===== src/rtl/transmissor_estado_jogo_pkg.sv =====
// rtl/transmissor_estado_jogo_pkg.sv - shared constants, state codes and ASCII helpers for the game-state transmitter
package pkg_jogo;

  localparam int FRAME_LEN = 28;
  localparam int MAP_LEN   = 16;

  localparam logic [7:0] ASCII_M   = 8'h4D;
  localparam logic [7:0] ASCII_H   = 8'h48;
  localparam logic [7:0] ASCII_V   = 8'h56;
  localparam logic [7:0] ASCII_L   = 8'h4C;
  localparam logic [7:0] ASCII_C   = 8'h43;
  localparam logic [7:0] ASCII_D   = 8'h44;
  localparam logic [7:0] ASCII_LF  = 8'h0A;
  localparam logic [7:0] ASCII_0   = 8'h30;
  localparam logic [7:0] ASCII_A10 = 8'h37;

  typedef enum logic [3:0] {
    E_IDLE      = 4'd0,
    E_CAPTURA   = 4'd1,
    E_LE_MAPA   = 4'd2,
    E_CARREGA   = 4'd3,
    E_TRANSMITE = 4'd4,
    E_FIM       = 4'd5
  } estado_t;

  typedef struct packed {
    logic [3:0] horiz;
    logic [1:0] vert;
    logic [2:0] vidas;
    logic [2:0] colisoes;
    logic [1:0] modo;
  } snapshot_t;

  function automatic logic [7:0] hex_ascii(input logic [3:0] n);
    return (n < 4'd10) ? (ASCII_0 + {4'h0, n}) : (ASCII_A10 + {4'h0, n});
  endfunction

  function automatic logic [7:0] digit_ascii(input logic [3:0] n);
    return ASCII_0 + {4'h0, n};
  endfunction

endpackage


===== src/rtl/transmissor_estado_jogo_uart.sv =====
// rtl/transmissor_estado_jogo_uart.sv - UART 8N1 byte transmitter with start pulse and done pulse
module uart_tx_8n1 #(
  parameter int CLKS_PER_BIT = 434
) (
  input  logic       clock,
  input  logic       reset,
  input  logic       partida,
  input  logic [7:0] dado,
  output logic       saida,
  output logic       pronto
);

  localparam int BW = (CLKS_PER_BIT > 2) ? $clog2(CLKS_PER_BIT) : 1;
  localparam logic [BW-1:0] BAUD_LAST = BW'(CLKS_PER_BIT - 1);
  localparam logic [BW-1:0] STOP_LAST = BW'(CLKS_PER_BIT - 2);

  logic          busy_q, busy_d;
  logic [BW-1:0] baud_q, baud_d;
  logic [3:0]    bit_q, bit_d;
  logic [7:0]    dado_q, dado_d;
  logic          saida_q, saida_d;
  logic          fim_bit;

  // The stop bit ends one cycle early: the caller's reload cycle keeps the
  // line high and completes it, so back-to-back bytes have no idle gap.
  always_comb begin
    busy_d  = busy_q;
    baud_d  = baud_q;
    bit_d   = bit_q;
    dado_d  = dado_q;
    saida_d = saida_q;
    pronto  = 1'b0;
    fim_bit = (bit_q == 4'd9) ? (baud_q == STOP_LAST) : (baud_q == BAUD_LAST);
    if (!busy_q) begin
      saida_d = 1'b1;
      if (partida) begin
        busy_d  = 1'b1;
        baud_d  = '0;
        bit_d   = '0;
        dado_d  = dado;
        saida_d = 1'b0;
      end
    end else if (fim_bit) begin
      baud_d = '0;
      if (bit_q == 4'd9) begin
        busy_d = 1'b0;
        pronto = 1'b1;
      end else begin
        bit_d   = 4'(bit_q + 4'd1);
        saida_d = (bit_q <= 4'd7) ? dado_q[bit_q[2:0]] : 1'b1;
      end
    end else begin
      baud_d = baud_q + 1'b1;
    end
  end

  always_ff @(posedge clock or posedge reset) begin
    if (reset) begin
      busy_q  <= 1'b0;
      baud_q  <= '0;
      bit_q   <= '0;
      dado_q  <= '0;
      saida_q <= 1'b1;
    end else begin
      busy_q  <= busy_d;
      baud_q  <= baud_d;
      bit_q   <= bit_d;
      dado_q  <= dado_d;
      saida_q <= saida_d;
    end
  end

  assign saida = saida_q;

endmodule


===== src/rtl/transmissor_estado_jogo.sv =====
// rtl/transmissor_estado_jogo.sv - snapshots game state and map RAM, sends one ASCII frame over UART
module transmissor_estado_jogo
  import pkg_jogo::*;
#(
  parameter int CLKS_PER_BIT = 434
) (
  input  logic       clock,
  input  logic       reset,
  input  logic       envia,
  input  logic [3:0] posicao_horiz,
  input  logic [1:0] posicao_vert,
  input  logic [2:0] vidas,
  input  logic [2:0] colisoes,
  input  logic [1:0] modo,
  output logic [3:0] map_addr,
  input  logic [3:0] map_data,
  output logic       saida_serial,
  output logic       ocupado,
  output logic       pronto,
  output logic [3:0] db_estado
);

  estado_t    state_q, state_d;
  logic [4:0] idx_q, idx_d;
  logic [4:0] cnt_q, cnt_d;
  logic [3:0] addr_q, addr_d;
  snapshot_t  snap_q, snap_d;
  logic [3:0] mapa_q [MAP_LEN];
  logic [3:0] mapa_d [MAP_LEN];

  logic       partida;
  logic       uart_pronto;
  logic [7:0] byte_sel;
  logic [3:0] wr_idx;
  logic [3:0] map_idx;

  assign wr_idx  = 4'(cnt_q - 5'd1);
  assign map_idx = 4'(idx_q - 5'd1);

  // LE_MAPA: cnt_q counts 0..16; address k is issued at cnt=k and its data
  // arrives at cnt=k+1, so the sweep takes 17 cycles.
  always_comb begin
    state_d = state_q;
    idx_d   = idx_q;
    cnt_d   = cnt_q;
    addr_d  = addr_q;
    snap_d  = snap_q;
    mapa_d  = mapa_q;
    partida = 1'b0;
    case (state_q)
      E_IDLE: begin
        if (envia) state_d = E_CAPTURA;
      end
      E_CAPTURA: begin
        snap_d.horiz    = posicao_horiz;
        snap_d.vert     = posicao_vert;
        snap_d.vidas    = vidas;
        snap_d.colisoes = colisoes;
        snap_d.modo     = modo;
        addr_d  = 4'd0;
        cnt_d   = 5'd0;
        idx_d   = 5'd0;
        state_d = E_LE_MAPA;
      end
      E_LE_MAPA: begin
        if (cnt_q != 5'd0) mapa_d[wr_idx] = map_data;
        if (cnt_q < 5'd15) addr_d = addr_q + 4'd1;
        if (cnt_q == 5'd16) state_d = E_CARREGA;
        else cnt_d = cnt_q + 5'd1;
      end
      E_CARREGA: begin
        partida = 1'b1;
        state_d = E_TRANSMITE;
      end
      E_TRANSMITE: begin
        if (uart_pronto) begin
          if (idx_q < 5'(FRAME_LEN - 1)) begin
            idx_d   = idx_q + 5'd1;
            state_d = E_CARREGA;
          end else begin
            state_d = E_FIM;
          end
        end
      end
      E_FIM: state_d = E_IDLE;
      default: state_d = E_IDLE;
    endcase
  end

  always_comb begin
    byte_sel = ASCII_LF;
    if (idx_q == 5'd0) begin
      byte_sel = ASCII_M;
    end else if (idx_q <= 5'd16) begin
      byte_sel = hex_ascii(mapa_q[map_idx]);
    end else begin
      case (idx_q)
        5'd17:   byte_sel = ASCII_H;
        5'd18:   byte_sel = hex_ascii(snap_q.horiz);
        5'd19:   byte_sel = ASCII_V;
        5'd20:   byte_sel = digit_ascii({2'b00, snap_q.vert});
        5'd21:   byte_sel = ASCII_L;
        5'd22:   byte_sel = digit_ascii({1'b0, snap_q.vidas});
        5'd23:   byte_sel = ASCII_C;
        5'd24:   byte_sel = digit_ascii({1'b0, snap_q.colisoes});
        5'd25:   byte_sel = ASCII_D;
        5'd26:   byte_sel = digit_ascii({2'b00, snap_q.modo});
        default: byte_sel = ASCII_LF;
      endcase
    end
  end

  always_ff @(posedge clock or posedge reset) begin
    if (reset) begin
      state_q <= E_IDLE;
      idx_q   <= '0;
      cnt_q   <= '0;
      addr_q  <= '0;
      snap_q  <= '0;
      for (int k = 0; k < MAP_LEN; k++) mapa_q[k] <= '0;
    end else begin
      state_q <= state_d;
      idx_q   <= idx_d;
      cnt_q   <= cnt_d;
      addr_q  <= addr_d;
      snap_q  <= snap_d;
      mapa_q  <= mapa_d;
    end
  end

  uart_tx_8n1 #(
    .CLKS_PER_BIT(CLKS_PER_BIT)
  ) u_uart (
    .clock  (clock),
    .reset  (reset),
    .partida(partida),
    .dado   (byte_sel),
    .saida  (saida_serial),
    .pronto (uart_pronto)
  );

  assign map_addr  = addr_q;
  assign ocupado   = (state_q != E_IDLE);
  assign pronto    = (state_q == E_FIM);
  assign db_estado = state_q;

endmodule


===== config.mk =====
export PLATFORM = sky130hd
export DESIGN_NAME = transmissor_estado_jogo
export DESIGN_NICKNAME = d
export VERILOG_FILES = /design/src/rtl/transmissor_estado_jogo_pkg.sv /design/src/rtl/transmissor_estado_jogo_uart.sv /design/src/rtl/transmissor_estado_jogo.sv
export SDC_FILE = /design/constraint.sdc
export NUM_CORES = 1
export LEC_CHECK = 0
export CORE_ASPECT_RATIO = 0.8
export CORE_MARGIN = 5
export CORE_UTILIZATION = 40
export DETAILED_ROUTE_END_ITERATION = 12
export HOLD_SLACK_MARGIN = 0.15
export PLACE_DENSITY = 0.65
export REMOVE_ABC_BUFFERS = 1
export SLEW_MARGIN = 25
export SYNTH_ARGS = -nofsm -noshare
export SYNTH_HDL_FRONTEND = slang
export SYNTH_SLANG_ARGS = --single-unit
export TNS_END_PERCENT = 20

===== constraint.sdc =====
create_clock -name clock -period 5.05 [get_ports clock]
set_input_delay 1.01 -clock clock [delete_from_list [all_inputs] [get_ports clock]]
set_output_delay 1.01 -clock clock [all_outputs]
set_load 0.05 [all_outputs]

======== Word level (Yosys, flattened, before mapping) ========
Cells that the tools add are included.
storage, ports and cells
  logic and storage cells ................. 147
  input bits .............................. 21
  output and inout port bits .............. 11
  bits in registers ....................... 119
cells by class
  eq/ne operators ......................... 27
  bitwise gates (word level) .............. 3
  order comparisons ....................... 10
  reduce and logical (&&, ||, !) cells .... 16
  add/sub/neg operators ................... 15
  muxes and demuxes ....................... 46
operators with widths
  kind                                          number
  case mux 7 bit (10 select lines)              1
  bitwise mux 64 bit                            1
  equality test 5 bit (second input constant)   11
  two-way mux 4 bit                             11
  adder 6 x 4 -> 7 bit (first input constant)   4
  two-way mux 7 bit                             4
  two-way mux 9 bit                             3
  case mux 4 bit (5 select lines)               1
  case mux 5 bit (2 select lines)               2
  equality test 9 bit (second input constant)   2
  binary-select mux 4 bit (select 4 bit)        1
  demux 4 bit (select 4 bit)                    1
  two-way mux 1 bit                             15
  two-way mux 5 bit                             3
  adder 6 x 2 -> 7 bit (first input constant)   2
  adder 6 x 3 -> 7 bit (first input constant)   2
  != test 2 bit (second input constant)         7
  adder 5 x 1 -> 5 bit (second input constant)  2
  >= comparator 5 bit (second input constant)   2
  NOT 4 -> 5 bit                                2
  AND reduction 2 bit                           5
  adder 9 x 1 -> 9 bit (second input constant)  1
  AND reduction 3 bit                           3
  adder 4 x 1 -> 4 bit (second input constant)  2
  23 further kinds                              29

======== Logic depth before layout (Yosys ltp) ========
Gate-level depths: netlist (run 1).
  depth in word-level cells ............... 9
  gate-level depth with buffers ........... 15
  depth with buffers taken out ............ 11

======== Hierarchy ========
From an unflattened synthesis (run 1), not the netlist that was laid out.
second synthesis, totals
  cells, all modules ...................... 560
  area, all modules ....................... 6,303.5 um^2
modules (own cells, without submodules)
  module                   cells an instance  sequential area each (um^2)  area an instance (um^2)  instances
  transmissor_estado_jogo  438                2,377.3                      5,108.6                  1
  uart_tx_8n1              122                576.8                        1,194.9                  1

======== Worst setup path after synthesis (run 1) ========
Ideal clock, no wire load.
  kind .................................... reg2reg
  from .................................... register idx_q[0]
  to ...................................... register u_uart.dado_q[2]
  slack ................................... 1.750 ns
  data required time ...................... 4.984 ns
  path buffers ............................ 2
  clock period less this slack ............ 3.300 ns
  setup time .............................. 0.066 ns
  arrival time ............................ 3.234 ns
  stages on the path, launching flop included .. 14
  cells stage by stage .................... dfrtp_1 > buf_6 > buf_8 > inv_1 > ha_1 > xor2_4 > mux4_2 > mux2_2 > o21ai_0 > ha_1 > inv_1 > or4b_1 > a21oi_1 > o32a_1
between the ends
  cells in the longest elaborated chain, start to end .. 9
  elaborated cells between the ends (all ways) .. 24
  classes of those cells .................. add/sub: 3; order compare: 2; eq/ne: 10; mux: 7; bitwise: 1; reduce/logical: 1
ends and longest elaborated chain
  element                                                            RTL line                            RTL
  from (decl)                                                        transmissor_estado_jogo.sv:24       logic [4:0] idx_q, idx_d;
  from (signal assigned)                                             transmissor_estado_jogo.sv:123      idx_q <= idx_d;
  subtractor 4 x 1 -> 4 bit                                          transmissor_estado_jogo.sv:38       assign map_idx = 4'(idx_q - 5'd1);
  NOT 4 -> 5 bit (not written as such)                               transmissor_estado_jogo.sv:95       byte_sel = hex_ascii(mapa_q[map_idx]);
  binary-select mux 4 bit (select 4 bit)                             transmissor_estado_jogo.sv:95
  two-way mux 4 bit (not written as such) (2 in a row)               transmissor_estado_jogo.sv:95
  adder 6 x 4 -> 7 bit / < comparator 4 bit (equally long branches)  transmissor_estado_jogo_pkg.sv:35   return (n < 4'd10) ? (ASCII_0 + {4'h0, n}) : (ASCII_A10 + {4'h0, n});
  two-way mux 7 bit                                                  transmissor_estado_jogo_pkg.sv:35
  two-way mux 7 bit                                                  transmissor_estado_jogo.sv:94       end else if (idx_q <= 5'd16) begin
  two-way mux 7 bit *                                                transmissor_estado_jogo.sv:92       if (idx_q == 5'd0) begin
  to (signal assigned)                                               transmissor_estado_jogo_uart.sv:68  dado_q <= dado_d;
  to (decl)                                                          transmissor_estado_jogo_uart.sv:20  logic [7:0] dado_q, dado_d;
Mark *: on every way between the ends. The rest lies on a longest branch, timed or not. The select of a mux whose other input is x is not followed.
A chain may end at the register's enable or synchronous reset.

======== Final worst setup path (run 1) ========
  from .................................... register idx_q[1]
  to ...................................... register u_uart.dado_q[2]
The elaborated chain is that of the path after synthesis.

==> flow_summary_export.csv, run 1 <==
group,metric,value,unit
status,outcome,"complete, no violations",
setup_path,worst_setup_path_end_kind,"register",
layout,layout.nets,608,
timing,hold_viol_final,0,
clocking,clkLatencyLatePin,0.41,ns
route,vias_per_cell,5.43,
clocking,cts_setup_buffers,0,
floorplan,rows,41,
grt,grt_util_all_layers,0.156,
timing,fin_crit,3.59,ns
layout,drive_gt1_frac,0.223,
timing,skew,0.00924,ns
yosys,synth-xor-area-share,0.0225,
clocking,cts_tree,"yes",
route,num_vias,4328,
hold_path,hp-class,"register to register",
layout,multi_input_area,3140,um^2
floorplan,fp.coreArea,15600,um^2
grt,grt_max_degree,69,
grt,antenna_found_initial,0,
yosys,synth_most_common_cell,"dfrtp_1",
route,wirelength,13500,um
layout,n_fill_cell,1440,
placement,hpwlAfterDp,9430,um
power,power_density,308,nW/um^2
route,drt_pre_antenna_iters,4,
timing,tns,0,ns
run,drv_cap,0,
clocking,post_cts_resize_count,0,
clocking,cts_root_buf,"clkbuf_16",
route,ant_nets,0,
placement,globalplace.congestion,0.854,
yosys,synth_top_area_cell,"dfrtp_1",
yosys,synth-edff-count,0,
setup_path,r2r-start,"idx_q[1]",
floorplan,boundaryPins,32,
yosys,synthAdderAreaFrac,0.0319,
yosys,synth.distinct_cells,62,
timing,slew_headroom,0.420,
placement,io_buffers,30,
layout,regArea,2930,um^2
clocking,holdBufCountCts,0,
setup_path,start_kind,"register",
clocking,cts_made_buffers,17,
timing,max_freq,0.279,GHz
route,post-route-drc-count,0,
floorplan,die_h,122,um
yosys,synth-seq-cells,117,
yosys,ys_top_cells_by_count,"dfrtp_1 (116), mux2_2 (81), nand2_1 (44)",
setup_path,arrival,3.93,ns
grt,grt_pass1_vias,4439,
floorplan,start_util,0.402,
grt,grt.overflow.total,0,
timing,worst_pin_slew,0.870,ns
floorplan,die_x,150,um
yosys,async_reset_ff_frac,1.00,
yosys,seq_area_frac_synth,0.467,
layout,diodes,0,
yosys,avgSynthCellArea,11.5,um^2
clocking,cts_max_level,4,
power,leakage,2.92,nW
route,drt_iter0_drc,191,
timing,finalCritPeriodShare,0.710,
yosys,synth_top_area_frac,0.463,
floorplan,dieArea,18300,um^2
yosys,syn-cell-area,6270,um^2
yosys,synthSimpleGateAreaFrac,0.116,
timing,rsz0062_at_grt,"no",
clocking,cts.sink_count,117,
power,power.total,0.00226,W
timing,hold_ws,0.477,ns
hold_path,min_from,"u_uart.dado_q[5]",
yosys,synth_area_leaders,"dfrtp_1 (46%), mux2_2 (15%), mux4_1 (5.9%)",
timing,finalMaxSlewViolations,0,
setup_path,crit_fanout,11,
layout,syn_to_final_growth,16.7,%
yosys,synth_compound_area_frac,0.0948,
yosys,muxShareOfSynthArea,0.233,
yosys,synth_top_family_by_area,"multiplexers",
setup_path,worstPathRequired,5.39,ns
timing,setup_viol,0,
setup_path,path_class,"register to register",
route,wl_per_cell,16.9,um
setup_path,startpoint,"idx_q[1]",
clocking,clk_pin_slew_worst_paths,0.05,ns
yosys,syn_inst,546,
power,peakVddDrop,0.201,mV
yosys,yosysWarnings,0,
clocking,clock_tree.buffer_depth,2,
yosys,ys_dominant_reg_cell,"dfrtp_1",
grt,grt_pass1_wl,22500,um
sequential cells by signal (all words and copies together), names as in the netlist:
| signal | cells |
|---|---|
| u_uart.busy_q | 1 |
| idx_q | 5 |
| map_addr | 4 |
| u_uart.bit_q | 4 |
| u_uart.saida | 1 |
| cnt_q | 5 |
| db_estado | 3 |
| u_uart.dado_q | 7 |
| u_uart.baud_q | 9 |
| snap_q | 14 |
| mapa_q | 64 |
where the power goes:
part	switching (W)	internal, W
sequential	0.0000187	0.000970
combinational	0.0000488	0.0000524
clock	0.000431	0.000736
total	0.000498	0.00176
placed cells by master, fill, tap and decap left out, types with 3 or more instances in the layout:
| master | count |
|---|---|
| inv_1 | 17 |
| nor3_1 | 10 |
| and2_1 | 3 |
| a31oi_1 | 8 |
| nor2_1 | 39 |
| xnor2_1 | 6 |
| a21o_1 | 6 |
| dfrtp_1 | 116 |
| mux4_2 | 3 |
| o211ai_1 | 5 |
| mux2i_1 | 10 |
| buf_4 | 6 |
| o21ai_0 | 31 |
| ha_1 | 16 |
| mux2_2 | 81 |
| or2_2 | 3 |
| a21oi_1 | 11 |
| xor2_1 | 7 |
| and3_1 | 3 |
| clkdlybuf4s50_1 | 30 |
| nand4_1 | 11 |
| o22ai_1 | 6 |
| mux4_1 | 14 |
| o31ai_1 | 3 |
| nand2b_1 | 8 |
| nand3b_1 | 6 |
| nor2b_1 | 5 |
| nor4_1 | 3 |
| clkbuf_16 | 17 |
| nand3_1 | 6 |
| clkinv_4 | 3 |
| nand2_1 | 44 |
area by class of cell:
cell class,count,area share
tap,215,0.0367
timing repair buffer,36,0.0472
clock inverter,11,0.0176
clock buffer,19,0.0605
multi-input combinational,381,0.428
inverter,18,0.00957
sequential,117,0.400
metal layers:
layer | wire [um] | vias to the layer above | GRT usage
met5 | 0 | - | 0
met4 | 159 | 0 | 0.0514
met3 | 365 | 12 | 0.0309
met2 | 6360 | 55 | 0.246
met1 | 6580 | 2210 | 0.216
li1 | - | 2051 | -
worst max-delay path, stage by stage, from the launching register on:
cell,delay (ns)
dfrtp_1,0.44
inv_1,0.13
ha_1,0.48
xor2_4,0.41
mux4_2,0.36
mux2_2,0.27
o21ai_0,0.27
ha_1,0.24
inv_1,0.06
or4b_1,0.52
a21oi_1,0.18
o32a_1,0.16
stage by stage:
step	instance area (um^2)	cells	setup WS, ns	util
5_1_grt	7320	797	1.29	0.469
2_1_floorplan	6130	516	0.941	-
3_5_place_dp	6750	767	1.53	0.433
3_3_place_gp	6750	767	1.66	0.433
4_1_cts	7320	797	1.52	0.469
6_report	7320	797	1.46	0.469
final timing paths:
kind                                    end  slack [ns]  cells after the start
max                        u_uart.dado_q[2]        1.46                     11
min                        u_uart.dado_q[5]        0.48                      1
max reg2reg                u_uart.dado_q[2]        1.46                     11
min reg2reg                u_uart.dado_q[5]        0.48                      1
max in group asynchronous        mapa_q[32]        3.02                      3
min in group asynchronous      db_estado[0]        1.14                      2
cells by family after synthesis:
group / Yosys count
buf+inv: 48
mux: 109
other cells: 1
simple gates: 149
compound gates: 92
fa+ha+maj: 16
xor+xnor: 14
flops: 117
Note: power is estimated with default switching activity, not from simulation.
==> run 2: changes to the inputs <==
- clock period: 5.05 -> 3.5 ns (I/O delays scaled with it)
==> flow_summary_export.csv, run 2 (synthesis results as in run 1) <==
group,metric,value,unit
route,drt_pre_antenna_iters,4,
setup_path,crit_chain,"inv_1 -> ha_1 -> xor2_4 -> mux4_2 -> mux2_2 -> o21ai_0 -> ha_1 -> inv_1 -> or4b_1 -> a21oi_1 -> o32a_1",
layout,top_register,"mapa_q",
timing,finalCritPeriodShare,0.889,
setup_path,max_stage_delay,0.52,ns
layout,regArea,2930,um^2
grt,grt_max_degree,62,
layout,diodes,0,
placement,globalplace.congestion,0.814,
status,outcome,"complete, no violations",
placement,pre_cts_slack,0.438,ns
setup_path,worstPathRequired,3.84,ns
layout,largest_register_ffs,64,
power,combPwrFrac,0.043,
timing,worst_pin_slew,0.785,ns
timing,finalMaxSlewViolations,0,
power,switching_power,0.000721,W
power,internal-power,0.00269,W
timing,fin_crit,3.11,ns
power,power.total,0.00341,W
layout,final_core_util,0.477,
timing,max_freq,0.321,GHz
setup_path,r2r_cells,11,
placement,place_inst,774,
layout,syn_to_final_growth,18.6,%
floorplan,fp.coreArea,15600,um^2
clocking,holdBufCountCts,0,
clocking,clk_pin_slew_worst_paths,0.06,ns
route,num_vias,4344,
route,ant_nets,0,
clocking,cts_root_buf,"clkbuf_16",
hold_path,min_from,"u_uart.dado_q[5]",
clocking,post_cts_resize_count,0,
setup_path,crit_fanout,6,
layout,finalNonFillerCells,806,
hold_path,hp-class,"register to register",
layout,layout_common_cells,"dfrtp_1 (116), mux2_2 (81), nand2_1 (44), nor2_1 (39), o21ai_0 (31)",
setup_path,path_depth,11,
power,pwr-share-clk,0.539,
route,wirelength,13600,um
timing,rsz0062_at_grt,"no",
grt,grt_pass1_wl,23200,um
grt,grt_util_all_layers,0.160,
setup_path,worst_setup_path_end_kind,"register",
route,drt_iter0_drc,243,
floorplan,die_x,150,um
layout,stdcell_area,7440,um^2
grt,antenna_found_initial,0,
placement,hpwlAfterDp,9400,um
floorplan,rows,41,
floorplan,dieArea,18300,um^2
route,wl_per_cell,16.9,um
layout,multi_input_area,3140,um^2
layout,reg_top3,"mapa_q: 64 flops, snap_q: 14 flops, u_uart.baud_q: 9 flops",
power,peakVddDrop,0.372,mV
setup_path,start_kind,"register",
power,power_density,458,nW/um^2
setup_path,r2r-start,"idx_q[1]",
setup_path,slowest_stage,"or4b_1",
layout,drive_gt1_frac,0.234,
hold_path,hold_end,"u_uart.dado_q[5]",
timing,hold_viol_final,0,
clocking,cts_setup_buffers,0,
grt,grt_pass1_vias,4537,
power,leakage,2.98,nW
hold_path,min_delay_path_depth,1,
layout,n_fill_cell,1454,
floorplan,die_h,122,um
timing,setup_viol,0,
timing,slew_headroom,0.477,
clocking,clock_tree.buffer_depth,2,
layout,layout_commonest_cell,"dfrtp_1",
setup_path,critPathBufInv,2,
setup_path,reg2reg_slack,0.39,ns
clocking,cts_made_buffers,17,
setup_path,rr_endpoint,"u_uart.dado_q[2]",
timing,skew,0.0116,ns
floorplan,start_util,0.402,
clocking,cts_max_level,4,
clocking,cts.sink_count,117,
route,vias_per_cell,5.39,
power,swShare,0.212,
placement,io_buffers,30,
clocking,clkLatencyLatePin,0.41,ns
timing,fin_ws,0.388,ns
setup_path,cp_top_family,"multiplexers",
setup_path,path_class,"register to register",
clocking,cts_tree,"yes",
power,p_seq_frac,0.418,
route,post-route-drc-count,0,
run,drv_cap,0,
layout,layout.nets,615,
placement,placed_cell_area,6810,um^2
setup_path,arrival,3.45,ns
grt,grt.overflow.total,0,
floorplan,boundaryPins,32,
==> run 2: cell type report <==
class | instances | area share
multi-input cells | 381 | 0.421
well taps | 215 | 0.0362
inverters | 18 | 0.00942
clock inverters | 12 | 0.0240
repair buffers | 43 | 0.0552
clock buffers | 20 | 0.0600
flip-flops and latches | 117 | 0.394
==> run 2: stage by stage <==
stage / TNS [ns] / hold WS, ns
after floorplan: -34.85 / 0.445
after global placement: 0 / 0.467
after detailed placement: 0 / 0.470
after CTS: 0 / 0.483
after global routing: 0 / 0.513
final: 0 / 0.481
==> run 2: worst reg2reg max path: stages, from the launching register on <==
cell	delay (ns)
dfrtp_1	0.44
inv_1	0.13
ha_1	0.30
xor2_4	0.20
mux4_2	0.31
mux2_2	0.28
o21ai_0	0.30
ha_1	0.23
inv_1	0.05
or4b_1	0.52
a21oi_1	0.14
o32a_1	0.15
==> run 2: routing by layer <==
metal / track usage / part of all wire
met1: 0.213 / 0.46
met4: 0.0543 / 0.013
met2: 0.260 / 0.49
met5: 0 / 0
met3: 0.0372 / 0.039
==> run 2: how the worst max path moves through the flow <==
| stage | start | endpoint | slack (ns) |
|---|---|---|---|
| 6_report | idx_q[1] | u_uart.dado_q[2] | 0.39 |
| 5_1_grt | idx_q[0] | u_uart.dado_q[2] | 0.18 |
| 4_1_cts | idx_q[1] | u_uart.dado_q[2] | 0.39 |
| 3_5_place_dp | idx_q[1] | u_uart.dado_q[2] | 0.44 |
| 3_3_place_gp | idx_q[1] | u_uart.dado_q[2] | 0.56 |
| 2_1_floorplan | reset | cnt_q[0] | -0.30 |
==> run 2: power groups by stage <==
| stage | clock network, W | logic (W) | registers [W] |
|---|---|---|---|
| final | 0.00184 | 0.000146 | 0.00143 |
| after global routing | 0.00195 | 0.000164 | 0.00143 |
| after CTS | 0.00188 | 0.000150 | 0.00143 |
| after detailed placement | 0 | 0.000148 | 0.00145 |
| after global placement | 0 | 0.000143 | 0.00145 |
| after floorplan | 0 | 0.0000928 | 0.00144 |
